--- config.mk ---
export PLATFORM = sky130hd
export DESIGN_NAME = bus_router_n
export DESIGN_NICKNAME = d
export VERILOG_FILES = /design/src/rtl/bus_pkg.sv /design/src/rtl/bus_watchdog.sv /design/src/rtl/bus_router_n.sv
export SDC_FILE = /design/constraint.sdc
export NUM_CORES = 1
export LEC_CHECK = 0
export ABC_AREA = 1
export CORE_MARGIN = 3
export CORE_UTILIZATION = 32
export DETAILED_ROUTE_END_ITERATION = 8
export PLACE_DENSITY_LB_ADDON = 0.2
export SLEW_MARGIN = 20
export SYNTH_ARGS = -nofsm -noshare
export SYNTH_HDL_FRONTEND = slang
export SYNTH_SLANG_ARGS = --single-unit
--- constraint.sdc ---
create_clock -name clk -period 1.6 [get_ports clk]
set_input_delay 0.32 -clock clk [delete_from_list [all_inputs] [get_ports clk]]
set_output_delay 0.32 -clock clk [all_outputs]
set_load 0.005 [all_outputs]
--- src/rtl/bus_pkg.sv ---
// Shared definitions for the req/ack bus router.
//   bus_rt_state_t : router FSM states (IDLE, BUSY, ERR)
//   CMD_READ/WRITE : encoding of the cmd bit
//   sel_width()    : width of the slave-select address field
package bus_pkg;

  typedef enum logic [1:0] {
    IDLE = 2'd0,
    BUSY = 2'd1,
    ERR  = 2'd2
  } bus_rt_state_t;

  localparam logic CMD_READ  = 1'b0;
  localparam logic CMD_WRITE = 1'b1;

  // A single-slave router still decodes one select bit so that address
  // values with that bit set are reported as unmapped.
  function automatic int sel_width(input int num_slaves);
    return (num_slaves <= 1) ? 1 : $clog2(num_slaves);
  endfunction

endpackage

--- src/rtl/bus_watchdog.sv ---
// Transaction watchdog for the bus router.
// Ports:
//   clk, rst : clock, asynchronous active-low reset
//   clear    : reload the counter (held while the router is not BUSY)
//   enable   : count one BUSY cycle
//   expire   : high in the TIMEOUT-th consecutive enabled cycle
// TIMEOUT = 0 removes the counter and ties expire low.
module bus_watchdog #(
  parameter int TIMEOUT = 16
) (
  input  logic clk,
  input  logic rst,
  input  logic clear,
  input  logic enable,
  output logic expire
);

  generate
    if (TIMEOUT == 0) begin : g_off
      logic unused_inputs;
      assign unused_inputs = ^{clk, rst, clear, enable};
      assign expire = 1'b0;
    end else begin : g_on
      localparam int CW = (TIMEOUT < 2) ? 1 : $clog2(TIMEOUT);
      localparam logic [CW-1:0] LOAD = CW'(TIMEOUT - 1);

      logic [CW-1:0] count_reg;

      // Down-counter: loaded with TIMEOUT-1 before entry, so it reads zero
      // in the last allowed BUSY cycle.
      always_ff @(posedge clk or negedge rst) begin
        if (!rst) begin
          count_reg <= '0;
        end else if (clear) begin
          count_reg <= LOAD;
        end else if (enable && (count_reg != '0)) begin
          count_reg <= count_reg - 1'b1;
        end
      end

      assign expire = enable && (count_reg == '0);
    end
  endgenerate

endmodule

--- src/rtl/bus_router_n.sv ---
// 1-master to NUM_SLAVES-slave router for the req/ack bus.
// The slave is picked by m_addr[SEL_LSB +: SEL_W]; one transaction is
// outstanding at a time. Unmapped selects and slaves that stay silent for
// TIMEOUT BUSY cycles complete with m_err and ERR_RDATA.
// Ports:
//   clk, rst                       : clock, asynchronous active-low reset
//   m_req/m_cmd/m_addr/m_wdata     : master request (cmd 1 = write)
//   m_ack/m_rdata/m_err            : master completion strobe, data, error
//   s_req                          : one-hot registered slave request
//   s_cmd/s_addr/s_wdata           : latched request broadcast to slaves
//   s_ack/s_rdata                  : per-slave ack, flattened read data
//   busy                           : transaction in progress (BUSY or ERR)
//   err_cnt                        : saturating error completion count
module bus_router_n
  import bus_pkg::*;
#(
  parameter int NUM_SLAVES = 4,
  parameter int AW = 32,
  parameter int DW = 32,
  parameter int SEL_LSB = 28,
  parameter int TIMEOUT = 16,
  parameter logic [DW-1:0] ERR_RDATA = 32'hDEAD_BEEF
) (
  input  logic                     clk,
  input  logic                     rst,
  input  logic                     m_req,
  input  logic                     m_cmd,
  input  logic [AW-1:0]            m_addr,
  input  logic [DW-1:0]            m_wdata,
  output logic                     m_ack,
  output logic [DW-1:0]            m_rdata,
  output logic                     m_err,
  output logic [NUM_SLAVES-1:0]    s_req,
  output logic                     s_cmd,
  output logic [AW-1:0]            s_addr,
  output logic [DW-1:0]            s_wdata,
  input  logic [NUM_SLAVES-1:0]    s_ack,
  input  logic [NUM_SLAVES*DW-1:0] s_rdata,
  output logic                     busy,
  output logic [7:0]               err_cnt
);

  localparam int SEL_W = sel_width(NUM_SLAVES);
  // One extra bit so NUM_SLAVES = 2**SEL_W is representable.
  localparam logic [SEL_W:0] SLAVE_LIMIT = (SEL_W + 1)'(NUM_SLAVES);

  bus_rt_state_t state_reg, state_next;

  logic                  cmd_reg;
  logic [AW-1:0]         addr_reg;
  logic [DW-1:0]         wdata_reg;
  logic [SEL_W-1:0]      sel_reg;
  logic [NUM_SLAVES-1:0] s_req_reg, s_req_next;
  logic [7:0]            err_cnt_reg;

  logic [SEL_W-1:0]      sel_in;
  logic                  sel_in_mapped;
  logic [NUM_SLAVES-1:0] sel_in_onehot;
  logic [DW-1:0]         slave_rdata [NUM_SLAVES];
  logic                  sel_ack;
  logic [DW-1:0]         sel_rdata;

  logic wd_clear;
  logic wd_enable;
  logic wd_expire;

  assign sel_in        = m_addr[SEL_LSB +: SEL_W];
  assign sel_in_mapped = ({1'b0, sel_in} < SLAVE_LIMIT);

  generate
    for (genvar gi = 0; gi < NUM_SLAVES; gi++) begin : g_slave
      assign slave_rdata[gi]   = s_rdata[gi*DW +: DW];
      assign sel_in_onehot[gi] = (sel_in == SEL_W'(gi));
    end
  endgenerate

  // Ack/rdata of the latched slave only; other slaves' acks never reach
  // the FSM. Written as a compare loop so sel values beyond NUM_SLAVES-1
  // never index past the slave arrays.
  always_comb begin
    sel_ack   = 1'b0;
    sel_rdata = '0;
    for (int i = 0; i < NUM_SLAVES; i++) begin
      if (sel_reg == SEL_W'(i)) begin
        sel_ack   = s_ack[i];
        sel_rdata = slave_rdata[i];
      end
    end
  end

  assign wd_enable = (state_reg == BUSY);
  assign wd_clear  = (state_reg != BUSY);

  bus_watchdog #(
    .TIMEOUT (TIMEOUT)
  ) u_watchdog (
    .clk    (clk),
    .rst    (rst),
    .clear  (wd_clear),
    .enable (wd_enable),
    .expire (wd_expire)
  );

  always_ff @(posedge clk or negedge rst) begin
    if (!rst) begin
      state_reg   <= IDLE;
      s_req_reg   <= '0;
      cmd_reg     <= 1'b0;
      addr_reg    <= '0;
      wdata_reg   <= '0;
      sel_reg     <= '0;
      err_cnt_reg <= '0;
    end else begin
      state_reg <= state_next;
      s_req_reg <= s_req_next;
      if ((state_reg == IDLE) && m_req) begin
        cmd_reg   <= m_cmd;
        addr_reg  <= m_addr;
        wdata_reg <= m_wdata;
        sel_reg   <= sel_in;
      end
      if ((state_reg == ERR) && (err_cnt_reg != 8'hFF)) begin
        err_cnt_reg <= err_cnt_reg + 1'b1;
      end
    end
  end

  // Completion outputs are combinational so a slave ack is forwarded to
  // the master in the same cycle. An ack in the watchdog expiry cycle is
  // tested first and therefore wins over the timeout.
  always_comb begin
    state_next = state_reg;
    m_ack      = 1'b0;
    m_err      = 1'b0;
    m_rdata    = '0;
    case (state_reg)
      IDLE: begin
        if (m_req) begin
          state_next = sel_in_mapped ? BUSY : ERR;
        end
      end
      BUSY: begin
        if (sel_ack) begin
          m_ack      = 1'b1;
          state_next = IDLE;
          if (cmd_reg == CMD_READ) begin
            m_rdata = sel_rdata;
          end
        end else if (wd_expire) begin
          state_next = ERR;
        end
      end
      ERR: begin
        m_ack      = 1'b1;
        m_err      = 1'b1;
        m_rdata    = ERR_RDATA;
        state_next = IDLE;
      end
      default: begin
        state_next = IDLE;
      end
    endcase
  end

  // Registered one-hot request: set on entry to BUSY, held while BUSY.
  always_comb begin
    s_req_next = '0;
    if ((state_reg == IDLE) && m_req && sel_in_mapped) begin
      s_req_next = sel_in_onehot;
    end else if ((state_reg == BUSY) && (state_next == BUSY)) begin
      s_req_next = s_req_reg;
    end
  end

  assign s_req   = s_req_reg;
  assign s_cmd   = cmd_reg;
  assign s_addr  = addr_reg;
  assign s_wdata = wdata_reg;
  assign busy    = (state_reg != IDLE);
  assign err_cnt = err_cnt_reg;

endmodule
==> metrics.csv, run 1 <==
metric;value;unit
area_growth;93.7;%
wl_met2;9140;um
place.gp.congestion;0.896;
cts.sinks;83;
cp_max_fo;7;
core;13600;um2
path_cells;buf_6 -> nor2_4 -> nand2_2 -> nand3_2 -> nand3_4 -> nand2_2 -> nand2_4 -> buf_12 -> buf_8 -> a21oi_2 -> buf_2;
ys.flop_type;dfrtp_1;
synthSimpleGateAreaFrac;0.318;
cp.buffers_inverters;4;
yosysMostFrequentCell;nand2_1;
io_buffers;311;
cp-start-kind;register;
numCtsBuffers;9;
multi_input_area;2440;um2
place_area;8250;um2
avgRoutedWirePerCell;16.0;um
place_ws;-0.736;ns
drc;0;
synth-compound-area-share;0.129;
min_period;2.18;ns
grt_max_degree;45;
hold_viol;0;
die_w;125;um
synth_area_leaders;dfrtp_1 (46%), nand2_1 (22%), nand3_1 (5.1%);
drv_cap;0;
drv_slew;0;
vias;5539;
clock_path_buffers;2;
hpwl;14300;um
ios;312;
synth-seq-cells;83;
path_clk_slew;0.06;ns
grt_pass1_vias;5398;
fmax;0.458;GHz
grt_first_pass_wirelength;29100;um
top_layer;met4;
antenna_found_initial;0;
fin_crit_sh;1.36;
crit_slowest_cell;dfrtp_2;
synth_warnings;0;
wl_met3;1520;um
powerDensity;1530;nW/um2
final_net_count;1188;
ys_types;29;
worst_slew_pin_slew;0.346;ns
detail_route.vias_per_cell;4.76;
dieHeight;125;um
start_util;0.336;
ant_nets;0;
drt-initial-drc-count;379;
drt-total-wl;18600;um
wl_met1;7540;um
synth_top_cell_by_area;dfrtp_1;
cts_max_level;3;
critPathArrivalTime;1.86;ns
synth_top_family_by_area;simple AND/OR/NAND/NOR gates;
netlist_area;4550;um2
synth_common_cells;nand2_1 (268), dfrtp_1 (83), nand3_1 (46);
yosys.area.top_type_share;0.456;
async_flop_share;1.00;
grt.total_usage;0.229;
critPathTopFamily;buffers and inverters;
skew;0.00632;ns
end_kind;output port;
finalSetupViolations;33;
row_count;42;
avgSynthCellArea;7.28;um2
status;finished, violations left;
final_cell_area;8820;um2
synthAdderAreaFrac;0.0165;
setup_slack;-0.582;ns
rsz0062_at_grt;yes;
drtPass1Iterations;4;
cp_common_cell;nand2_2;
synth_edf_count;0;
cts_tree;built;
violations;setup timing;
n_fill_cell;1212;
dieArea;15700;um2
clk_latency;0.32;ns
max_slew_margin;0.769;
min_path_type;input pin to asynchronous set/reset pin;
cts_root_buf;clkbuf_16;
grt_overflow;0;
syn-num-nets;832;
diodes;0;
ys_seq_area_frac;0.456;
synth_xor_area_frac;0.0135;
synthMuxAreaShare;0;
p_leak;4.20;nW
synth_cells;626;
worstSetupPathType;register to output port;
vdd_drop_max;872;uV
register_area;2080;um2
drive_gt1_frac;0.198;
worst_ep_required_time;1.28;ns
critPathMaxStageDelay;0.43;ns
[worst paths after layout]
| path | from | end | slack (ns) | cells past startpoint |
|---|---|---|---|---|
| worst max-delay path | s_addr[29] | m_rdata[18] | -0.58 | 11 |
| worst min-delay path | rst | s_wdata[23] | 0.37 | 2 |
| worst max register to register | s_addr[29] | s_req[1] | 0.03 | 10 |
| worst min register to register | s_wdata[31] | s_wdata[31] | 0.48 | 2 |
| max in group asynchronous | rst | s_cmd | 0.70 | 3 |
| min in group clk | s_wdata[31] | s_wdata[31] | 0.48 | 2 |
[metrics by stage]
| step | TNS (ns) | hold WS (ns) | power, mW | util | instances |
|---|---|---|---|---|---|
| detailed placement | -22.87 | 0.170 | 10.8 | 0.608 | 1119 |
| floorplan | -1.36 | 0.0244 | 6.71 | - | 626 |
| CTS | -17.30 | 0.362 | 13.4 | 0.642 | 1157 |
| global placement | -21.58 | 0.170 | 10.7 | 0.608 | 1119 |
| global route | -20.24 | 0.366 | 14.5 | 0.651 | 1163 |
| finish | -16.50 | 0.370 | 13.5 | 0.651 | 1163 |
[routing by layer]
metal / track usage / up-vias
li1: - / 2745
met1: 0.294 / 2542
met2: 0.385 / 230
met3: 0.0614 / 22
met4: 0.0625 / 0
met5: 0 / -
[cell families after synthesis]
kind of cell	Yosys count
DFF	83
adders and majority gates	6
AOI/OAI and AO/OA	95
and+or+nand+nor	361
xor gates and xnor gates	7
buffers and inverters	74
[cells in the final DEF, fill, tap and decap left out, types with 9 or more instances in the layout]
cell               n
buf_6             17
nand2_2           14
o211ai_1          19
clkdlybuf4s50_1  271
buf_4             46
buf_2             33
a21oi_2           22
nor2_1            31
clkbuf_16          9
nand3_2           13
nand2_1          252
nand3_1           33
o21ai_0           21
o221ai_1          13
inv_1             30
dfrtp_1           80
[area by class of cell]
cell class	count	area share
multi-input cells	469	0.277
clock inverters	4	0.00581
well taps	176	0.0250
inverters	36	0.0156
repair buffers	383	0.414
clock buffers	12	0.0268
flip-flops and latches	83	0.236
[power breakdown]
part	internal (mW)	switching [mW]	leakage, nW
sequential	2.96	0.508	1.03
clock	1.21	0.790	0.137
combinational	4.25	3.80	3.04
[repair_timing]
item	CTS	global route
cloned	2	0
pin swaps	21	21
endpoints found under the hold margin	8	0
endpoints found under the setup margin	41	48
buffers inserted	19	6
resized for setup	183	39
hold buffers	1	0
Note: power is estimated with default switching activity, not from simulation.
==> run 2: changes to the inputs <==
- ABC_AREA: 1 -> 0
- CORE_UTILIZATION: 32 -> 33
- CTS_BUF_LIST: unset -> sky130_fd_sc_hd__clkbuf_8
==> run 2 against run 1 <==
The run still ends with setup timing left. Die area down 2.8%. Synthesized cell count fell by 47%. Global-route usage is 2.1 points lower. Non-clock buffer count decreased by 5. Clock skew rose by 0.0051 ns. Cell area down 0.14%. Sequential share of layout area barely moved. Maximum frequency shrank 9.1%. Clock power decreased by 25%. First-iteration DRC count fell by 68%. Via count fell by 22%. Critical path type unchanged. Largest cell class unchanged.
==> metrics.csv, run 2 <==
metric;value;unit;change
status;finished, violations left;;unchanged
violations;setup timing;;unchanged
grt.total_usage;0.208;;was 0.229
synth_top_cell_by_area;dfrtp_1;;unchanged
worst_slew_pin_slew;0.434;ns;was 0.346 ns
drv_slew;0;;unchanged
numCtsBuffers;9;;unchanged
path_clk_slew;0.08;ns;was 0.06 ns
synth-seq-cells;83;;unchanged
totalPowerFinal;12.5;mW;was 13.5 mW
p_leak;3.93;nW;was 4.20 nW
vias;4321;;was 5539
end_kind;output port;;unchanged
netlist_area;4560;um2;was 4550 um2
rsz0062_at_grt;yes;;unchanged
cp-start-kind;register;;unchanged
avgRoutedWirePerCell;19.2;um;was 16.0 um
min_period;2.40;ns;was 2.18 ns
clk_latency;0.36;ns;was 0.32 ns
yosys.area.top_type_share;0.456;;about the same
n_fill_cell;1023;;was 1212
fmax;0.417;GHz;was 0.458 GHz
core;13400;um2;was 13600 um2
cts_tree;built;;unchanged
ys_types;40;;was 29
syn-num-nets;537;;was 832
antenna_found_initial;1;;was 0
grt_first_pass_wirelength;24200;um;was 29100 um
synth_warnings;0;;unchanged
place.gp.congestion;0.798;;was 0.896
min_path_type;input pin to asynchronous set/reset pin;;unchanged
cts.sinks;83;;unchanged
io_buffers;311;;unchanged
drt-initial-drc-count;120;;was 379
skew;0.0114;ns;was 0.00632 ns
cp_max_fo;6;;was 7
r2r-start;s_addr[28];;was s_addr[29]
layout_commonest_cell;clkdlybuf4s50_1;;unchanged
ios;312;;unchanged
dieHeight;124;um;was 125 um
grt_max_degree;39;;was 45
synth_cells;331;;was 626
clock_path_buffers;2;;unchanged
setup_slack;-0.799;ns;was -0.582 ns
avgSynthCellArea;13.8;um2;was 7.28 um2
synth_edf_count;0;;unchanged
max_slew_margin;0.710;;was 0.769
async_flop_share;1.00;;unchanged
drt-total-wl;16900;um;was 18600 um
final.setup.tns;-26.90;ns;was -16.50 ns
vdd_drop_max;828;uV;was 872 uV
finalSetupViolations;43;;was 33
final_net_count;907;;was 1188
drtPass1Iterations;4;;unchanged
ant_nets;0;;unchanged
drv_cap;0;;unchanged
dieArea;15300;um2;was 15700 um2
reg2reg_to;s_req[2];;was s_req[1]
yosysMostFrequentCell;dfrtp_1;;was nand2_1
ys.flop_type;dfrtp_1;;unchanged
hpwl;12400;um;was 14300 um
die_w;124;um;was 125 um
hold_viol;0;;unchanged
area_growth;93.2;%;was 93.7%
cts_root_buf;clkbuf_8;;was clkbuf_16
r2r_setup_slack;-0.55;ns;was 0.03 ns
layout_common_cells;clkdlybuf4s50_1 (242), dfrtp_1 (81), mux2_2 (66);;was clkdlybuf4s50_1 (271), nand2_1 (252), dfrtp_1 (80)
row_count;42;;unchanged
critPathArrivalTime;2.08;ns;was 1.86 ns
worstSetupPathType;register to output port;;unchanged
cts_max_level;3;;unchanged
worst_ep_required_time;1.28;ns;about the same
start_util;0.340;;was 0.336
fin_crit_sh;1.50;;was 1.36
synth_area_leaders;dfrtp_1 (46%), mux2_2 (16%), mux4_2 (16%);;was dfrtp_1 (46%), nand2_1 (22%), nand3_1 (5.1%)
powerDensity;1420;nW/um2;was 1530 nW/um2
drc;0;;unchanged
detail_route.vias_per_cell;4.90;;was 4.76
grt_pass1_vias;4671;;was 5398
ys_seq_area_frac;0.456;;about the same
synth_common_cells;dfrtp_1 (83), mux2_2 (66), mux4_2 (32);;was nand2_1 (268), dfrtp_1 (83), nand3_1 (46)
drive_gt1_frac;0.356;;was 0.198
grt_overflow;0;;unchanged
worst_r2r_path_depth;7;;was 10
==> run 2: cell count changes after synthesis, moves of 26 or more <==
cell      delta
mux4_2      +32
nand2_1    -262
a21oi_1     -26
mux2_2      +66
nor2_1      -33
nand2b_1    +27
nand3_1     -45
==> run 2: layout make-up <==
| class | instances | area (um2) | share of cell area |
|---|---|---|---|
| Antenna cell | 1 | 2.50 | 0.000284 |
| Clock buffer | 10 | 138 | 0.0156 |
| Clock inverter | 5 | 55.1 | 0.00625 |
| Inverter | 9 | 36.3 | 0.00412 |
| Multi-Input combinational cell | 220 | 2540 | 0.288 |
| Sequential cell | 83 | 2080 | 0.236 |
| Tap cell | 176 | 220 | 0.0250 |
| Timing Repair Buffer | 378 | 3740 | 0.424 |
==> run 2: power breakdown <==
part	internal [mW]	switching, mW
combinational	4.93	2.57
sequential	3.00	0.485
clock	0.750	0.752
total	8.67	3.81
==> run 2: metrics by stage <==
stage	hold WS [ns]	area [um2]	utilization	std cells	setup WS, ns
2_1_floorplan	0.0244	4620	-	331	-0.342
3_3_place_gp	0.287	8180	0.610	832	-0.962
3_5_place_dp	0.293	8180	0.610	832	-0.995
4_1_cts	0.440	8600	0.642	875	-0.828
5_1_grt	0.468	8810	0.658	882	-0.883
6_report	0.440	8810	0.658	882	-0.799
==> run 2: cell families after synthesis <==
kind of cell	Yosys count	share of synthesized area
adder cells (fa/ha/maj)	6	0.0165
multiplexers	101	0.332
buffers and inverters	31	0.0338
AND/OR/NAND/NOR	61	0.0799
flip-flops	83	0.456
AO/OA/AOI/OAI	43	0.0705
XOR/XNOR	6	0.0115
==> run 2: how the worst max path moves through the flow <==
stage / slack, ns / startpoint / end / cells after the start
6_report: -0.80 / s_addr[28] / m_rdata[27] / 6
5_1_grt: -0.88 / s_addr[28] / m_rdata[19] / 6
4_1_cts: -0.83 / s_addr[28] / m_rdata[27] / 6
3_5_place_dp: -1.0 / s_ack[3] / m_rdata[0] / 6
3_3_place_gp: -0.96 / s_ack[3] / m_rdata[27] / 6
2_1_floorplan: -0.34 / s_addr[28] / m_rdata[10] / 6
==> run 2: per-layer routing <==
metal | up-vias | global-route usage | share of wire
li1 | 1976 | - | -
met1 | 2135 | 0.207 | 0.35
met2 | 189 | 0.384 | 0.52
met3 | 21 | 0.0869 | 0.11
met4 | 0 | 0.0768 | 0.021
met5 | - | 0 | 0
==> run 2: worst max-delay path: stages (launching register included) <==
cell and delay (ns):
dfrtp_2 0.41, mux4_2 0.50, and2_4 0.19, o21a_4 0.24, buf_6 0.13, a21boi_2 0.14
buf_2 0.12
==> run 2: timing repair <==
action	4_1_cts	5_1_grt
setup buffers	23	5
hold endpoints to repair	29	0
endpoints found under the setup margin	54	81
pin swaps	13	4
gates resized for setup	173	54
cloned	5	1
hold buffers	1	0
